$ cat config.mk
export PLATFORM = sky130hd
export DESIGN_NAME = rom_register_file
export DESIGN_NICKNAME = d
export VERILOG_FILES = /design/src/rtl/rom_register_file.sv
export SDC_FILE = /design/constraint.sdc
export NUM_CORES = 1
export LEC_CHECK = 0
export CORE_AREA = 2 2 432 434
export CTS_CLUSTER_SIZE = 25
export DETAILED_ROUTE_END_ITERATION = 7
export DIE_AREA = 0 0 434 436
export PLACE_DENSITY_LB_ADDON = 0.25
export SLEW_MARGIN = 20
export SYNTH_ARGS = -nofsm -noshare
export SYNTH_HDL_FRONTEND = slang
export SYNTH_SLANG_ARGS = --single-unit
$ cat constraint.sdc
create_clock -name clk -period 5.1 [get_ports clk]
set_input_delay 0.51 -clock clk [delete_from_list [all_inputs] [get_ports clk]]
set_output_delay 0.51 -clock clk [all_outputs]
set_load 0.03 [all_outputs]
$ cat src/rtl/rom_register_file.sv
// rom_register_file: 32 x DATA_W register file bulk-loaded from a registered ROM, then written by the datapath.
// Build macro REG_ZERO_HARDWIRED_EN makes register 0 a constant zero.
module rom_register_file #(
  parameter int DATA_W = 32,
  parameter int ADDR_W = 5
) (
  input  logic                               clk,
  input  logic                               rst,
  input  logic                               start,
  output logic [ADDR_W-1:0]                  rom_addr,
  input  logic [DATA_W-1:0]                  rom_data,
  input  logic                               wr_en,
  input  logic [ADDR_W-1:0]                  wr_addr,
  input  logic [DATA_W-1:0]                  wr_data,
  output logic                               busy,
  output logic                               done,
  output logic [(1 << ADDR_W)*DATA_W-1:0]    reg_bus
);

  localparam int NREG = 1 << ADDR_W;
  localparam logic [ADDR_W:0] LAST_CNT = {1'b1, {ADDR_W{1'b0}}};
  localparam logic [ADDR_W:0] ONE      = {{ADDR_W{1'b0}}, 1'b1};

  typedef enum logic {IDLE, LOAD} state_t;

  state_t            state;
  state_t            state_next;
  logic [ADDR_W:0]   cnt;
  logic [ADDR_W:0]   cnt_next;
  logic [ADDR_W:0]   cnt_prev;
  logic              done_next;
  logic              we;
  logic [ADDR_W-1:0] waddr;
  logic [DATA_W-1:0] wdata;
  logic [DATA_W-1:0] regs [NREG];

  always_ff @(posedge clk) begin
    if (rst) begin
      state <= IDLE;
      cnt   <= '0;
      done  <= 1'b0;
    end else begin
      state <= state_next;
      cnt   <= cnt_next;
      done  <= done_next;
    end
  end

  // The load runs one cycle past the last address so the final registered ROM word lands.
  always_comb begin
    state_next = state;
    cnt_next   = cnt;
    done_next  = 1'b0;
    case (state)
      IDLE: begin
        if (start) begin
          state_next = LOAD;
          cnt_next   = '0;
        end
      end
      LOAD: begin
        if (cnt == LAST_CNT) begin
          state_next = IDLE;
          cnt_next   = '0;
          done_next  = 1'b1;
        end else begin
          cnt_next = cnt + ONE;
        end
      end
    endcase
  end

  assign busy     = (state == LOAD);
  assign rom_addr = busy ? cnt[ADDR_W-1:0] : '0;

  // ROM data lags its address by one cycle, hence register cnt-1 is the target.
  always_comb begin
    cnt_prev = cnt - ONE;
    we       = 1'b0;
    waddr    = wr_addr;
    wdata    = wr_data;
    if (state == IDLE) begin
      we = wr_en;
    end else if (cnt != '0) begin
      we    = 1'b1;
      waddr = cnt_prev[ADDR_W-1:0];
      wdata = rom_data;
    end
`ifdef REG_ZERO_HARDWIRED_EN
    if (waddr == '0) begin
      we = 1'b0;
    end
`endif
  end

  always_ff @(posedge clk) begin
    if (rst) begin
      for (int i = 0; i < NREG; i++) begin
        regs[i] <= '0;
      end
    end else if (we) begin
      regs[waddr] <= wdata;
    end
  end

  for (genvar k = 0; k < NREG; k++) begin : g_bus
`ifdef REG_ZERO_HARDWIRED_EN
    if (k == 0) begin : g_zero
      assign reg_bus[DATA_W-1:0] = '0;
    end else begin : g_reg
      assign reg_bus[k*DATA_W +: DATA_W] = regs[k];
    end
`else
    assign reg_bus[k*DATA_W +: DATA_W] = regs[k];
`endif
  end

endmodule

# ---- Yosys cells after proc, flatten, opt, wreduce, memory -nomap -nowiden
# Memories as Yosys holds them, arrays and structs flattened.
# Index checks and enable logic that the tools add are counted.
dict set report word_totals {
  register_bits 8
  ramBits 1024
  inputBits 73
  output_inout_bits 1031
  elab_cells 34
  memories 1
}
# name words word_bits rd rd_ports_with_merged_regs wr line_no
set mem_list {}
lappend mem_list {regs 32 32 32 0 32 35} ;# logic [DATA_W-1:0] regs [NREG];
dict set report classes {
  addsub 2
  n_eq_ne 2
  mux 22
  bitwise 1
  reduce_logical 3
}
# operator n
set ops {}
lappend ops {{32-bit two-way mux} 3}
lappend ops {{32-bit OR reduction} 1}
lappend ops {{5-bit two-way mux} 4}
lappend ops {{6-bit two-way mux} 2}
lappend ops {{6-bit one-hot mux with 2 select lines} 1}
lappend ops {{1-bit two-way mux} 11}
lappend ops {{6-bit by 1-bit adder with 6-bit output, second input constant} 1}
lappend ops {{6-bit equality test, second input constant} 1}
lappend ops {{6-bit nonzero test} 1}
lappend ops {{5-bit by 1-bit subtractor with 5-bit output, second input constant} 1}
lappend ops {{2-bit inequality test, second input constant} 1}
lappend ops {{1-bit one-hot mux with 2 select lines} 1}
lappend ops {{2-bit OR reduction} 1}
lappend ops {{1-bit NOT} 1}

# ---- Longest topological paths before layout
# Gate-level depths: netlist of run 1.
dict set report depth {
  ltp_word 8
  ltp_mapped 10
  ltp_nobuf 7
}

# ---- Worst setup path after synthesis of run 1
# No wires, ideal clock.
dict set report synth_path {
  kind {reg2reg}
  from {register cnt[0]}
  to {memory regs[16][0] (enable)}
  setup_ns 0.428
  t_arrival_ns 3.689
  required_time_ns 4.672
  path_slack_ns 0.983
  path_stages_with_launch 10
  path_buffers 2
  period_less_slack_ns 4.117
  cell_sequence {dfxtp_1 inv_1 ha_1 or3b_2 o21ai_4 mux2i_1 nand3_1 buf_2 buf_2 o21bai_1}
}
# item line_no
set synth_lines {}
lappend synth_lines {{start, declared} 28} ;# logic [ADDR_W:0] cnt;
lappend synth_lines {{start signal, assigned} 44} ;# cnt <= cnt_next;
lappend synth_lines {{end, declared} 35}

==> out/results.txt, run 1 <==
STA classifies the critical path startpoint as a flip-flop. Setup violations remaining at the end of the flow were counted as 0. Max-cap violations in this run came to 0. Entering global routing, the biggest net connects 105 pins. Yosys attributes the largest share of cell area to edfxtp_1 80%, nor3_1 6.7%, nor2_1 5.1%.

Counting every instance in the synthesized netlist gives 2626. The worst register-to-register path ends at regs[26][31]. The initial detailed-routing violation count came out at 2316. Summed over all cells, the static leakage comes to 18.4 nW. The later pin in the worst-skew pair is clocked with a latency of 0.78 ns. Leading register cell type out of synthesis: edfxtp_1. No sink is reached through more buffers than the 3 on the longest clock path. For this run, the number of Yosys warnings is 0. The share of the clock period used by the worst path after layout works out to 81.1%. The number of clock buffers added by TritonCTS is 115. After synthesis, the share of flip-flops with an asynchronous set or reset is 0%. By count the netlist is led by 1024 x edfxtp_1, 528 x nor2_1, 519 x nor3_1. The routed wire length came out at 194000 microns.

The most common cell in the synthesized netlist is edfxtp_1. The synthesized design contains 1032 register bits. The worst setup path startpoint was cnt[0].

The post-synthesis share of cell area spent on full adders, half adders and majority gates works out to 0.0649%. From bottom edge to top edge, the die measures 436 microns. Overall track demand over capacity in global routing: 19.9%. The run finished with clean final reports. Power spread over the standard cell area amounts to 365 nW/um^2. The die is 434 microns wide. The clock-pin slew reported for the worst setup and hold paths after clock tree synthesis is 0.07 ns, and the final instance area is 57000 sq um. The tree is rooted in a clkbuf_16.

TritonCTS built the clock tree. In this run the cell area of the synthesized design comes to 38600 sq um. The number of hold buffers added after CTS is 0, and the H-tree depth reported by CTS is 3. The remaining number of nets flagged by the antenna check after routing came out at 0. Sequential cells were found to cover 80.1% of the synthesized design area.

The area fraction in and, or, nand and nor cells after synthesis works out to 13.9%. The worst setup path endpoint was regs[26][31]. The worst path required time is 5.53 ns.

For the sum of negative setup slack, the log shows 0 ns. Counting the fill cells in the layout gives 18600. The maximum clock frequency was 242 MHz; the number of gates resized after CTS was 0. The first global-routing pass estimated 255000 microns of wire. The count of port buffers added during placement is 1103. Of the post-synthesis cell area, the part taken by muxes is 1.84%. Averaged over all synthesized cells, the footprint is 14.7 sq um. The total overflow left after global routing is 0. For the remaining max-slew budget at the tightest pin, the log shows 24.2%. The HPWL after detailed placement is 138000 microns. In this run the worst hold path is classified as in -> reg. Setup repair after global routing left no endpoint under its margin. The die covers 189000 sq um.

The first TritonRoute pass finished after 5 iterations. The clock sink count is 1032. Counting cells, the worst reg-to-reg path comes to 8. The run gives 0 as the count of endpoints failing hold in the final timing report. In this run the critical register-to-register path is launched from cnt[0].

The post-detailed-route DRC marker count is 0, and the setup slack of the worst register-to-register path is 0.97 ns. In this run, distinct cell masters in the synthesized netlist total 41. The total number of nets in the final design is 3784, and the total number of vias is 27500. Of all cell types, the one taking the most synthesized area is edfxtp_1. IR analysis of the VDD net gives a maximum drop of 0.311 mV.

The starting density of the core came out at 20.9%. The core footprint is 185000 sq um, and the fraction of post-synthesis cell area in the top cell type by area is 79.7%. The number of max-slew violations in the final report was 0; the post-synthesis share of cell area spent on xor and xnor gates was 0.0454%. Synthesis produced a netlist with a net count of 2701.

The final weighted congestion in routability-driven placement is 0.802. The run gives 27500 as the number of global-route vias before repair. Number of top-level design ports: 1104.

The tools report the number of setup buffers added after CTS as 0. The mean number of vias per cell came out at 4.38. Detail-routed net length per standard cell: 30.9 microns. In this run the worst path has a maximum fanout of 29. The synthesized-area fraction occupied by ao, oa, aoi and oai cells is 1.14%.

Critical path class: reg -> reg. For the final database, setup skew stands at 0.0573 ns. The tools report the type of element capturing the critical path as a flip-flop.

The share of final-layout standard cells stronger than drive strength 1 is 9.91%. For the finished layout, the period the worst path requires is 4.13 ns. Once placement finished, the instance area stood at 53300 sq um.

The logs give 4.57 ns for the arrival time reported for the critical path endpoint and 13 for the initial antenna violation count. The area growth from synthesis to layout is 47.7%. At the pin with the least slew margin, the transition time is 1.11 ns. The initialized floorplan defines 158 standard-cell rows.

Counting flops with a built-in enable in the synthesized netlist gives 1024. Combinational family with the most area after synthesis: simple AND/OR/NAND/NOR gates.
-- state kept, by name, indices dropped and copies added, names as in the netlist --
signal and flops:
busy 1, cnt 6, done 1, regs 1024
-- report_power, final --
group          switching (mW)  internal [mW]  leakage, nW
registers               0.132           9.64         10.6
clock network            3.66           4.66         1.75
logic                    1.98          0.756         6.06
total                    5.77           15.0         18.4
-- cell usage in the layout, fill, tap and decap left out, types with 5 or more instances in the layout --
master           Yosys  layout
a21oi_1              8       8
buf_12               0       5
buf_4                0      96
bufinv_16            0      10
clkbuf_1           102      25
clkbuf_16            0     115
clkdlybuf4s50_1      0    1102
clkinv_1             1      23
clkinv_2             0       8
clkinv_4             0       6
clkinvlp_4           0       7
dfxtp_1              8       8
diode_2              0       6
edfxtp_1          1024    1024
inv_1                7       7
mux2_2              32      32
mux2i_2              0       9
mux2i_4              0      23
nand2_1             75      69
nand2_4              0       6
nand3_1             71      67
nor2_1             528     526
nor3_1             519     519
o21bai_4             0      30
-- per-stage QoR --
stage,std cells,util (%),setup slack (ns),hold slack (ns),total power [mW]
after floorplan,2626,-,0.983,0.505,11.2
after global placement,6070,28.9,1.05,0.543,12.7
after detailed placement,6072,28.9,0.991,0.571,12.7
after CTS,6273,30.9,0.907,0.0595,21.1
after global routing,6278,30.9,0.716,0.100,21.4
final,6279,30.9,0.966,0.128,20.8
-- layer usage --
metal	vias to the layer above	track usage (%)	wire length, microns
met5	-	0	0
met4	0	8.70	8910
met3	269	5.59	15100
met2	1270	34.8	98600
met1	14200	22.5	71200
li1	11800	-	-
-- cell families (layout without fill, tap and decap cells) --
kind of cell,Yosys count,after routing
compound gates,60,60
fa+ha+maj,2,2
simple gates,1217,1217
other cells,0,6
mux,67,67
xor+xnor,2,2
flops,1032,1032
buf+inv,246,1413
-- worst min-delay path by stage --
stage,from,endpoint,cells after the start
CTS,rst,done,3
global route,rst,done,3
detailed placement,cnt[5],cnt[5],2
global placement,cnt[5],cnt[5],2
finish,rst,done,3
floorplan,cnt[5],cnt[5],2
-- cell type report --
class                           count  area, sq um  share of cell area (%)
Antenna cell                        6         15.0                  0.0263
Multi-Input combinational cell   1348         7420                    13.0
Clock buffer                      140         2970                    5.21
Timing Repair Buffer             1204        11900                    20.8
Inverter                            8         30.0                  0.0527
Clock inverter                     61          694                    1.22
Tap cell                         2480         3100                    5.44
Sequential cell                  1032        30900                    54.2
-- critical path: stages, from the launching register on --
cell	delay [ns]
dfxtp_1	0.38
inv_1	0.16
ha_1	0.28
or3b_2	0.53
o21ai_4	0.30
mux2i_1	0.50
nand3_4	0.45
o21bai_4	0.83
buf_4	0.32
(Power assumes the default switching activity.)
==> run 2, diff against run 1 <==
Settings changed: CORE_AREA 2 2 432 434 to 2 2 431 433, DIE_AREA 0 0 434 436 to 0 0 433 435.
Clock period 5.1 ns to 3.8 ns, I/O delays scaled along.
==> run 2 against run 1 <==
Die area down 0.46%; clock power up 36%; flip-flop and latch count unchanged; non-clock buffer count up 27; final area up 1.5%; routed wire length up 0.47%; utilization up 0.55 points; critical endpoint is now regs[26][15]; largest cell class unchanged; largest power group unchanged.
==> out/results.txt, run 2 (synthesis gave the netlist of run 1 again) <==
The run finished with clean final reports. The critical path runs through a total of 9 cells. Of the cells placed in the final design, the portion with a size suffix greater than 1 is 10.6%.

Peak per-stage delay on the critical path: 0.52 ns. The worst voltage drop across the vdd grid was 0.397 mV; the post-layout utilization of the core was 31.4%. The total power per unit cell area was 487 nW/um^2. For the remaining global-route overflow, the log shows 0.

Kind of start point of the critical path: a flip-flop. Counting stages on the worst path, the most repeated cell is buf_4. The remaining max-slew budget at the tightest pin came out at 40.6%. The flip-flop count of the largest register after layout is 1024. The startpoint identified for the worst register-to-register timing path is cnt[0].

The clock-pin slew reported for the worst setup and hold paths after clock tree synthesis is 0.06 ns. After the last flow step, the layout net total stands at 3813. The run gives 129 as the pin count of the biggest net entering global routing. Of all nets on the critical path, the largest fanout is 20. Traced cell by cell, the critical path runs through inv_1, ha_1, or3b_2, o21ai_4, mux2i_1, buf_4, nand3_4, o21bai_4, buf_4. The setup path with the least slack is of type reg -> reg.

The count of port buffers added during placement was 1103; the number of max-slew violations in the final report was 0. The initial detailed-routing violation count came out at 2231. The count of nets left with antenna violations once routing finished came out at 0. Once detailed placement completed, the half-perimeter wirelength came to 139000 microns. The mean number of vias per cell was 4.40; the synthesis-to-layout area growth was 49.9%. Leaving out fill and tap cells, the most frequent cell in the layout is clkdlybuf4s50_1.

The number of setup buffers added after CTS came out at 0. Data on the critical path arrives at its endpoint at 3.90 ns. The first global-routing pass estimated 256000 microns of wire.

Counting cells, the worst reg-to-reg path comes to 9. The routed design has 195000 microns of wire. During I/O placement, the number of pins put on the boundary was 1104. The clock net in this run drives a total of 1032 sinks. The tools report the max-cap check violation count as 0. STA classifies the critical path endpoint as a flip-flop.

Together, buffers and inverters on the worst path number 3. The endpoint identified for the worst register-to-register timing path is regs[26][15]. On the final layout, the worst clock skew is 0.0823 ns. Routability-driven placement finished with a final weighted congestion of 0.821. The largest registers in the layout are regs: 1024 flops, cnt: 6 flops. At the pin with the least slew margin, the transition time is 0.892 ns. Setup repair after global routing left no endpoint under its margin.

The slowest stage cell on the critical path is or3b_2. The count of endpoints failing hold in the final timing report is 0, and the number of gates resized after CTS is 0. For this configuration, the core starts out at a cell density of 21.0%. The detail-routed net length per standard cell is 30.9 microns, and the H-tree depth reported by CTS is 3.

The worst path required time is 4.20 ns. The share of the clock period used by the worst path after layout was 92.1%; the overall track demand over capacity in global routing was 20.0%. Counting I/O delays and the setup requirement, the final critical path takes 3.50 ns. In the routed design, unresolved DRC markers number 0. The most critical setup path has its startpoint at cnt[0]. The logs give 19 for the initial antenna violation count and 0 for the number of hold buffers added after CTS. The maximum clock frequency is 286 MHz. The die covers 188000 sq um.

TritonCTS built the clock tree. The layout filler cell count came out at 18500. The register with the most flip-flops in the final layout is regs. Summing all non-filler instances in the final layout gives an area of 57800 sq um. Following the worst setup path forward leads to its endpoint at regs[26][15]. In this run the vertical extent of the chip is 435 microns. The routed layout has 27800 vias. The x dimension of the die works out to 433 microns.

For this design the static power due to leakage is 18.8 nW. After floorplanning, the core was divided into 158 placement rows. Kind of cell adding the most delay to the critical path: simple AND/OR/NAND/NOR gates. Setup violations remaining at the end of the flow were counted as 0. No sink is reached through more buffers than the 3 on the longest clock path. For the first-pass detailed-route iteration total, the log shows 5. The path class of the tightest hold or removal check is in -> reg. Number of global-route vias before repair: 27500. Leaving out fill and tap cells, the most frequent cells in the layout are 1102 x clkdlybuf4s50_1, 1024 x edfxtp_1, 526 x nor2_1. In this run the standard cell core region covers 184000 sq um.

Clock root buffer: clkbuf_16. Summing all placed instances gives a cell area of 54100 sq um. The number of clock buffers added by TritonCTS is 117. For flop-to-flop paths, the worst setup slack is 0.30 ns. Insertion delay of the later-clocked pin in the worst-skew pair: 0.80 ns.
-- run 2: cell types whose count changed in the layout (fill, tap and decap cells not counted), sizes merged --
cell / previous run / this run
inv: 11 / 8
bufinv: 10 / 11
buf: 102 / 129
clkinv: 41 / 44
clkbuf: 140 / 145
diode: 6 / 13
clkinvlp: 7 / 1
-- run 2: how the worst min path moves through the flow --
stage	startpoint	slack, ns	depth (start not counted)	to
final	rst	0.19	3	done
after global routing	rst	0.18	3	done
after CTS	rst	0.13	3	done
after detailed placement	cnt[5]	0.56	2	cnt[5]
after global placement	cnt[5]	0.55	2	cnt[5]
after floorplan	cnt[5]	0.51	2	cnt[5]
-- run 2: through the flow --
stage,setup WS [ns],setup TNS [ns],total power [mW],hold WS (ns),cells
after floorplan,-0.317,-138.62,15.0,0.505,2626
after global placement,0.355,0,17.2,0.545,6099
after detailed placement,0.341,0,17.2,0.560,6099
after CTS,0.308,0,28.4,0.132,6300
after global routing,0.135,0,28.9,0.184,6313
final,0.299,0,28.2,0.190,6313
-- run 2: final cells by class --
| cell class | count | area [sq um] | area share (%) |
|---|---|---|---|
| clock buffers | 145 | 3030 | 5.24 |
| well taps | 2480 | 3100 | 5.37 |
| diodes | 13 | 32.5 | 0.0563 |
| repair buffers | 1231 | 12500 | 21.7 |
| inverters | 8 | 30.0 | 0.0519 |
| clock inverters | 56 | 699 | 1.21 |
| flip-flops and latches | 1032 | 30900 | 53.5 |
| multi-input cells | 1348 | 7470 | 12.9 |
-- run 2: worst min-delay path: cells and delay by family --
kind	cells	cell delay, ns
buffers and inverters	1	0.23
and+or+nand+nor	2	0.24
-- run 2: where the power goes --
part	switching (mW)	internal, mW	leakage, nW	total (mW)
Combinational	2.68	1.10	6.39	3.79
Sequential	0.181	12.9	10.6	13.1
Clock	4.86	6.40	1.81	11.3
Total	7.72	20.4	18.8	28.2
-- run 2: metal layers --
layer	routed length, microns	GRT usage (%)	share of wire, %	vias up
met4	7290	7.72	3.7	2
met1	69700	21.9	36	14500
met2	102000	36.0	52	1201
li1	-	-	-	11800
met5	13	0	0.0067	-
met3	15900	6.10	8.1	252
